`src/rtl/pixel_pack_writer_if.sv`:
```
// Pixel-in / BRAM-write-out bundle between the core's output stage and bram_ctrl.
// Contains the start/end control, the pixel stream with its stall, and the write port.
// master: upstream/controller side. slave: the packer itself.
interface pixel_pack_writer_if #(
    parameter int BIT_WIDTH   = 8,
    parameter int NUM_CHANNEL = 3,
    parameter int DATA_WIDTH  = 32,
    parameter int ADDR_WIDTH  = 32
);
    // frame control
    logic                              i_start;
    logic [ADDR_WIDTH-1:0]             i_base_addr;
    logic                              i_end;
    // pixel stream
    logic [BIT_WIDTH*NUM_CHANNEL-1:0]  idat;
    logic                              ival;
    logic                              ostall;
    // BRAM write port
    logic                              i_wstall;
    logic [ADDR_WIDTH-1:0]             o_wadd;
    logic                              o_wren;
    logic [DATA_WIDTH-1:0]             o_idat;
    logic [DATA_WIDTH/BIT_WIDTH-1:0]   o_wbe;
    // status
    logic [ADDR_WIDTH-1:0]             o_wcnt;
    logic                              o_done;
    logic                              o_err;

    modport master (
        output i_start, i_base_addr, i_end, idat, ival, i_wstall,
        input  ostall, o_wadd, o_wren, o_idat, o_wbe, o_wcnt, o_done, o_err
    );

    modport slave (
        input  i_start, i_base_addr, i_end, idat, ival, i_wstall,
        output ostall, o_wadd, o_wren, o_idat, o_wbe, o_wcnt, o_done, o_err
    );
endinterface

```
`src/rtl/pixel_pack_writer.sv`:
```
// Packs NUM_CHANNEL-sample pixels densely into DATA_WIDTH BRAM words with sequential addresses.
// Latency: word completed at edge k is written (o_wren high) in the cycle after edge k+1.
// Backpressure: ostall while the byte buffer cannot take a whole pixel, and in IDLE/FLUSH;
//   i_wstall holds writes, letting the buffer fill until ostall rises.
// Ports: clk/rst plain; everything else through pixel_pack_writer_if.slave (bus).
module pixel_pack_writer #(
    parameter int BIT_WIDTH   = 8,
    parameter int NUM_CHANNEL = 3,
    parameter int DATA_WIDTH  = 32,
    parameter int ADDR_WIDTH  = 32,
    parameter int ADDR_INC    = 1,
    parameter int BUF_BYTES   = 8
) (
    input  logic                 clk,
    input  logic                 rst,
    pixel_pack_writer_if.slave   bus
);
    localparam int BPP  = NUM_CHANNEL;
    localparam int BPW  = DATA_WIDTH / BIT_WIDTH;
    localparam int CW   = $clog2(BUF_BYTES + 1);
    localparam int BUFW = BUF_BYTES * BIT_WIDTH;

    typedef enum logic [1:0] {
        S_IDLE  = 2'd0,
        S_RUN   = 2'd1,
        S_FLUSH = 2'd2,
        S_DONE  = 2'd3
    } state_t;

    state_t                 state, state_nxt;

    // byte buffer: byte 0 (lowest lane) is always the oldest byte
    logic [BUFW-1:0]        byte_buf, buf_nxt, buf_shift;
    logic [CW-1:0]          cnt, cnt_nxt, cnt_base;

    logic [ADDR_WIDTH-1:0]  addr;
    logic [ADDR_WIDTH-1:0]  wadd_q;
    logic                   wren_q;
    logic [DATA_WIDTH-1:0]  wdat_q;
    logic [BPW-1:0]         wbe_q;
    logic [ADDR_WIDTH-1:0]  wcnt_q;
    logic                   err_q;

    logic                   stall;
    logic                   push;
    logic                   pop_full;
    logic                   pop_part;
    logic                   done;
    logic                   err_set;

    logic [BPW-1:0]         part_wbe;
    logic [DATA_WIDTH-1:0]  part_mask;

    // ------------------------------------------------------------------
    // state register
    // ------------------------------------------------------------------
    always_ff @(posedge clk or posedge rst) begin
        if (rst) begin
            state <= S_IDLE;
        end else begin
            state <= state_nxt;
        end
    end

    // ------------------------------------------------------------------
    // next state and per-cycle actions
    // ------------------------------------------------------------------
    always_comb begin
        state_nxt = state;
        stall     = 1'b0;
        push      = 1'b0;
        pop_full  = 1'b0;
        pop_part  = 1'b0;
        done      = 1'b0;

        case (state)
            S_IDLE: begin
                stall = 1'b1;
                if (bus.i_start) begin
                    state_nxt = S_RUN;
                end
            end
            S_RUN: begin
                stall    = (cnt > CW'(BUF_BYTES - BPP));
                push     = bus.ival && !stall;
                pop_full = (cnt >= CW'(BPW)) && !bus.i_wstall;
                // a pixel arriving with i_end is still taken by push above
                if (bus.i_end) begin
                    state_nxt = S_FLUSH;
                end
            end
            S_FLUSH: begin
                stall    = 1'b1;
                pop_full = (cnt >= CW'(BPW)) && !bus.i_wstall;
                pop_part = (cnt != '0) && (cnt < CW'(BPW)) && !bus.i_wstall;
                if (cnt == '0) begin
                    state_nxt = S_DONE;
                end
            end
            S_DONE: begin
                done      = 1'b1;
                state_nxt = S_IDLE;
            end
            default: begin
                state_nxt = S_IDLE;
            end
        endcase

        // restart overrides everything: no data moves on the restart edge
        if (bus.i_start) begin
            state_nxt = S_RUN;
            push      = 1'b0;
            pop_full  = 1'b0;
            pop_part  = 1'b0;
        end
    end

    // a pixel is dropped and flagged if offered while stalled or outside RUN
    assign err_set = bus.ival && (stall || (state != S_RUN));

    // ------------------------------------------------------------------
    // buffer update: pop first (shift down), then append at the new tail
    // ------------------------------------------------------------------
    always_comb begin
        buf_shift = byte_buf;
        cnt_base  = cnt;
        if (pop_full) begin
            buf_shift = byte_buf >> DATA_WIDTH;
            cnt_base  = cnt - CW'(BPW);
        end

        buf_nxt = buf_shift;
        cnt_nxt = cnt_base;

        if (pop_part) begin
            buf_nxt = '0;
            cnt_nxt = '0;
        end

        if (push) begin
            for (int p = 0; p < BUF_BYTES; p++) begin
                for (int j = 0; j < BPP; j++) begin
                    if (p == int'(cnt_base) + j) begin
                        buf_nxt[p*BIT_WIDTH +: BIT_WIDTH] = bus.idat[j*BIT_WIDTH +: BIT_WIDTH];
                    end
                end
            end
            cnt_nxt = cnt_base + CW'(BPP);
        end
    end

    // byte enables and data mask for the zero-padded final word
    always_comb begin
        part_wbe  = '0;
        part_mask = '0;
        for (int i = 0; i < BPW; i++) begin
            if (i < int'(cnt)) begin
                part_wbe[i]                         = 1'b1;
                part_mask[i*BIT_WIDTH +: BIT_WIDTH] = '1;
            end
        end
    end

    // ------------------------------------------------------------------
    // datapath and write-port registers
    // ------------------------------------------------------------------
    always_ff @(posedge clk or posedge rst) begin
        if (rst) begin
            byte_buf <= '0;
            cnt      <= '0;
            addr     <= '0;
            wadd_q   <= '0;
            wren_q   <= 1'b0;
            wdat_q   <= '0;
            wbe_q    <= '0;
            wcnt_q   <= '0;
            err_q    <= 1'b0;
        end else begin
            wren_q <= 1'b0;
            if (bus.i_start) begin
                byte_buf <= '0;
                cnt      <= '0;
                addr     <= bus.i_base_addr;
                wcnt_q   <= '0;
                err_q    <= 1'b0;
            end else begin
                byte_buf <= buf_nxt;
                cnt      <= cnt_nxt;
                if (err_set) begin
                    err_q <= 1'b1;
                end
                if (pop_full || pop_part) begin
                    wren_q <= 1'b1;
                    wadd_q <= addr;
                    addr   <= addr + ADDR_WIDTH'(ADDR_INC);
                    wcnt_q <= wcnt_q + 1'b1;
                    if (pop_full) begin
                        wdat_q <= byte_buf[DATA_WIDTH-1:0];
                        wbe_q  <= '1;
                    end else begin
                        wdat_q <= byte_buf[DATA_WIDTH-1:0] & part_mask;
                        wbe_q  <= part_wbe;
                    end
                end
            end
        end
    end

    assign bus.ostall = stall;
    assign bus.o_wadd = wadd_q;
    assign bus.o_wren = wren_q;
    assign bus.o_idat = wdat_q;
    assign bus.o_wbe  = wbe_q;
    assign bus.o_wcnt = wcnt_q;
    assign bus.o_done = done;
    assign bus.o_err  = err_q;

endmodule

```
`src/flat_wrapper.sv`:
```
// flat-port wrapper written by rule: the top's interface ports become plain ports
module pixel_pack_writer_flat 
#(
    parameter int BIT_WIDTH   = 8,
    parameter int NUM_CHANNEL = 3,
    parameter int DATA_WIDTH  = 32,
    parameter int ADDR_WIDTH  = 32,
    parameter int ADDR_INC    = 1,
    parameter int BUF_BYTES   = 8
)
  (clk, rst, bus_i_start, bus_i_base_addr, bus_i_end, bus_idat, bus_ival, bus_i_wstall, bus_ostall, bus_o_wadd, bus_o_wren, bus_o_idat, bus_o_wbe, bus_o_wcnt, bus_o_done, bus_o_err);
  pixel_pack_writer_if #(.BIT_WIDTH(BIT_WIDTH), .NUM_CHANNEL(NUM_CHANNEL), .DATA_WIDTH(DATA_WIDTH), .ADDR_WIDTH(ADDR_WIDTH)) bus_i ();
  input  logic clk;
  input  logic rst;
  input wire logic [$bits(bus_i.i_start)-1:0] bus_i_start;
  input wire logic [$bits(bus_i.i_base_addr)-1:0] bus_i_base_addr;
  input wire logic [$bits(bus_i.i_end)-1:0] bus_i_end;
  input wire logic [$bits(bus_i.idat)-1:0] bus_idat;
  input wire logic [$bits(bus_i.ival)-1:0] bus_ival;
  input wire logic [$bits(bus_i.i_wstall)-1:0] bus_i_wstall;
  output wire logic [$bits(bus_i.ostall)-1:0] bus_ostall;
  output wire logic [$bits(bus_i.o_wadd)-1:0] bus_o_wadd;
  output wire logic [$bits(bus_i.o_wren)-1:0] bus_o_wren;
  output wire logic [$bits(bus_i.o_idat)-1:0] bus_o_idat;
  output wire logic [$bits(bus_i.o_wbe)-1:0] bus_o_wbe;
  output wire logic [$bits(bus_i.o_wcnt)-1:0] bus_o_wcnt;
  output wire logic [$bits(bus_i.o_done)-1:0] bus_o_done;
  output wire logic [$bits(bus_i.o_err)-1:0] bus_o_err;
  assign bus_i.i_start = bus_i_start;
  assign bus_i.i_base_addr = bus_i_base_addr;
  assign bus_i.i_end = bus_i_end;
  assign bus_i.idat = bus_idat;
  assign bus_i.ival = bus_ival;
  assign bus_i.i_wstall = bus_i_wstall;
  assign bus_ostall = bus_i.ostall;
  assign bus_o_wadd = bus_i.o_wadd;
  assign bus_o_wren = bus_i.o_wren;
  assign bus_o_idat = bus_i.o_idat;
  assign bus_o_wbe = bus_i.o_wbe;
  assign bus_o_wcnt = bus_i.o_wcnt;
  assign bus_o_done = bus_i.o_done;
  assign bus_o_err = bus_i.o_err;
  pixel_pack_writer #(.BIT_WIDTH(BIT_WIDTH), .NUM_CHANNEL(NUM_CHANNEL), .DATA_WIDTH(DATA_WIDTH), .ADDR_WIDTH(ADDR_WIDTH), .ADDR_INC(ADDR_INC), .BUF_BYTES(BUF_BYTES)) u_core (.clk(clk), .rst(rst), .bus(bus_i));
endmodule
```
`config.mk`:
```
export PLATFORM = sky130hd
export DESIGN_NAME = pixel_pack_writer_flat
export DESIGN_NICKNAME = d
export VERILOG_FILES = /design/src/rtl/pixel_pack_writer_if.sv /design/src/rtl/pixel_pack_writer.sv /design/src/flat_wrapper.sv
export SDC_FILE = /design/constraint.sdc
export NUM_CORES = 1
export LEC_CHECK = 0
export CAP_MARGIN = 20
export CORE_ASPECT_RATIO = 1.75
export CORE_MARGIN = 1.5
export CORE_UTILIZATION = 32
export DETAILED_ROUTE_END_ITERATION = 8
export MAX_ROUTING_LAYER = met4
export SKIP_CTS_REPAIR_TIMING = 1
export SYNTH_ARGS = -nofsm -noshare
export SYNTH_HDL_FRONTEND = slang
export SYNTH_SLANG_ARGS = --single-unit
```
`constraint.sdc`:
```
create_clock -name clk -period 9.5 [get_ports clk]
set_input_delay 2.375 -clock clk [delete_from_list [all_inputs] [get_ports clk]]
set_output_delay 2.375 -clock clk [all_outputs]
set_load 0.01 [all_outputs]
```
==> run_results.csv <==
group,metric,value,unit
placed_design,place_area,0.01432,sq mm
drt,wl_per_cell,24.66,um
yosys,synth_seq_area_share,41.17,%
placed_design,pre_cts_ws,3.028,ns
die,start_util,32.40,%
yosys,ys.flop_type,"dfrtp_1",
drt,drc,0,
timing,worst_slack,3.503,ns
drt,viasPerCell,6.130,
timing,worstMarginPinSlew,1.031,ns
global_routing,grt_max_degree,145,
drt,drt-initial-drc-count,1065,
pwr,p_per_area,249.8,mW/mm^2
clock_tree,numClockSinks,204,
timing,grt_setup_unrepaired,"no",
timing,finalCriticalPeriod,5.997,ns
die,fp.dieH,263.4,um
pwr,p_leak,6.366,nW
die,die_w,151.8,um
cells_and_area,nNetsFinal,1574,
worst_setup_path,cp_max_fo,44,
yosys,syn_nets,1493,
worst_setup_path,crit_slowest_cell,"a211oi_1",
die,num_rows,95,
timing,max_freq,166.8,MHz
worst_setup_path,start_kind,"primary input",
clock_tree,cts_tree,"yes",
worst_setup_path,setup.worst_path.class,"primary input to register",
cells_and_area,antenna_cells,0,
cells_and_area,layout.core_utilization,39.37,%
cells_and_area,final_area,0.01507,sq mm
pwr,ir_drop,137.7,uV
global_routing,grt_pass1_vias,11840,
run_status,outcome,"finished clean",
global_routing,grt_overflow,0,
worst_setup_path,cp_data_arrival_time,6.39,ns
die,dieArea,0.03998,sq mm
placed_design,dp.final_hpwl,33.69,mm
yosys,ys_async_sr_fraction,100.0,%
timing,hold_viol,0,
yosys,synth_cells,1413,
drt,ant_nets,0,
global_routing,track_usage,24.61,%
timing,slew-limit-headroom,31.05,%
timing,layout_worst_path_cycle_share,63.12,%
worst_setup_path,cpLargestDelayFamily,"compound AO/OA/AOI/OAI gates",
pwr,power,3.764,mW
timing,clock_skew,0.01999,ns
cells_and_area,drive_gt1_share,5.762,%
yosys,yosysWarnings,0,
flow_run,maxCapViolCount,0,
yosys,postSynthAreaPerCell,8.775,sq um
die,io_pins,166,
worst_setup_path,worstPathRequired,9.90,ns
clock_tree,path_clk_slew,0.06,ns
drt,routed_wl,49.21,mm
yosys,ys_types,67,
cells_and_area,areaGrowthSynthToFinish,21.52,%
die,core_area,0.03827,sq mm
clock_tree,insertion_delay,0.55,ns
drt,num_vias,12230,
timing,setup_tns,0,ns
worst_setup_path,max_stage_delay,0.88,ns
placed_design,port_buffers,165,
global_routing,antenna_found_initial,0,
clock_tree,cts.path.max_buffers,3,
worst_setup_path,endpoint_kind,"register",
clock_tree,cts_inserted_buffers,23,
hold_path,hold_class,"register to register",
clock_tree,h-tree-depth,1,
global_routing,grt_pass1_wl,74.64,mm
worst_setup_path,crit_chain,"clkdlybuf4s50_1, nor4b_4, buf_4, xnor2_1, inv_1, ha_1, a21boi_0, a211oi_1, or3_1, o211a_2, a221oi_1",
yosys,synth-seq-cells,204,
worst_setup_path,critPathBufInv,3,
yosys,syn_area,0.01240,sq mm
timing,setup_viol,0,
clock_tree,cts_root_buf,"clkbuf_16",
timing,drv_slew,0,
yosys,synth_edf_count,0,
placed_design,place.gp.congestion,0.9985,
drt,drtPass1Iterations,8,
-- tightest hold or removal path, cell delays in order, from the launching register on --
cell     delay, ns
dfrtp_1       0.34
nand2_1       0.05
nand2_1       0.05
-- per-stage QoR --
step                std cells  hold WS (ns)
floorplan                1413        0.4618
global placement         1952        0.4523
detailed placement       1953        0.4558
CTS                      1994        0.4715
global route             1995        0.4877
finish                   1995        0.4662
-- worst paths after layout --
check,slack (ns),start,cells past startpoint,endpoint
max in group asynchronous,5.47,rst,4,u_core.byte_buf[32]
min in group asynchronous,2.27,rst,2,u_core.bus.o_idat[10]
setup reg to reg,4.61,u_core.cnt[2],12,u_core.byte_buf[28]
setup / recovery,3.50,bus_i_wstall,11,u_core.byte_buf[28]
hold reg to reg,0.47,u_core.bus.o_wadd[11],2,u_core.bus.o_wadd[11]
hold / removal,0.47,u_core.bus.o_wadd[11],2,u_core.bus.o_wadd[11]
-- layer usage --
metal	track usage [%]	share of wire, %	up-vias
met4	14.67	6.3	0
met1	26.65	36	5995
met2	42.41	51	629
met3	3.671	6.7	158
li1	-	-	5448
met5	-	0	-
-- flip-flops by register name (all words and copies together), names as in the netlist --
signal	cells
u_core.byte_buf	64
u_core.addr	32
u_core.bus.o_idat	32
u_core.bus.o_wadd	32
u_core.bus.o_wcnt	32
u_core.bus.o_wbe	4
u_core.cnt	4
u_core.state	2
u_core.bus.o_err	1
u_core.bus.o_wren	1
-- power by group --
part / switching (mW) / internal (mW)
registers: 0.221 / 1.08
clock network: 0.397 / 0.496
logic: 0.932 / 0.639
total: 1.55 / 2.21
-- area by class of cell --
type / instances / area (sq um)
clock inverter: 12 / 93.84
sequential: 204 / 5105
timing repair buffer: 184 / 1809
clock buffer: 29 / 628.1
inverter: 30 / 120.1
tap: 485 / 606.8
fill: 3912 / 23210
multi-input combinational: 1051 / 6705
-- cell families after synthesis --
logic type	synth area share [%]
AO/OA/AOI/OAI	24.91
XOR/XNOR	2.048
adder cells (fa/ha/maj)	1.816
buffers and inverters	5.096
flip-flops	41.17
multiplexers	4.036
AND/OR/NAND/NOR	20.92
-- cells in the mapped netlist (38+ instances only) --
cell	count	area (sq um)
a211oi_1	42	315.3
a21oi_1	61	305.3
a22o_1	60	525.5
a22oi_1	38	285.3
clkbuf_1	77	289.0
dfrtp_1	204	5105
mux2i_1	41	410.4
nand2_1	250	938.4
nor2_1	59	221.5
nor4_1	54	337.8
o21ai_0	39	195.2
o22ai_1	41	256.5
-- cells in the final DEF, fill, tap and decap left out, types with 41 or more instances in the layout --
master,count
a22o_1,60
o22ai_1,41
nor2_1,58
a211oi_1,42
clkdlybuf4s50_1,164
nor4_1,54
nand2_1,250
mux2i_1,41
a21oi_1,60
dfrtp_1,204
No activity file was read; power rests on OpenSTA's default activity.
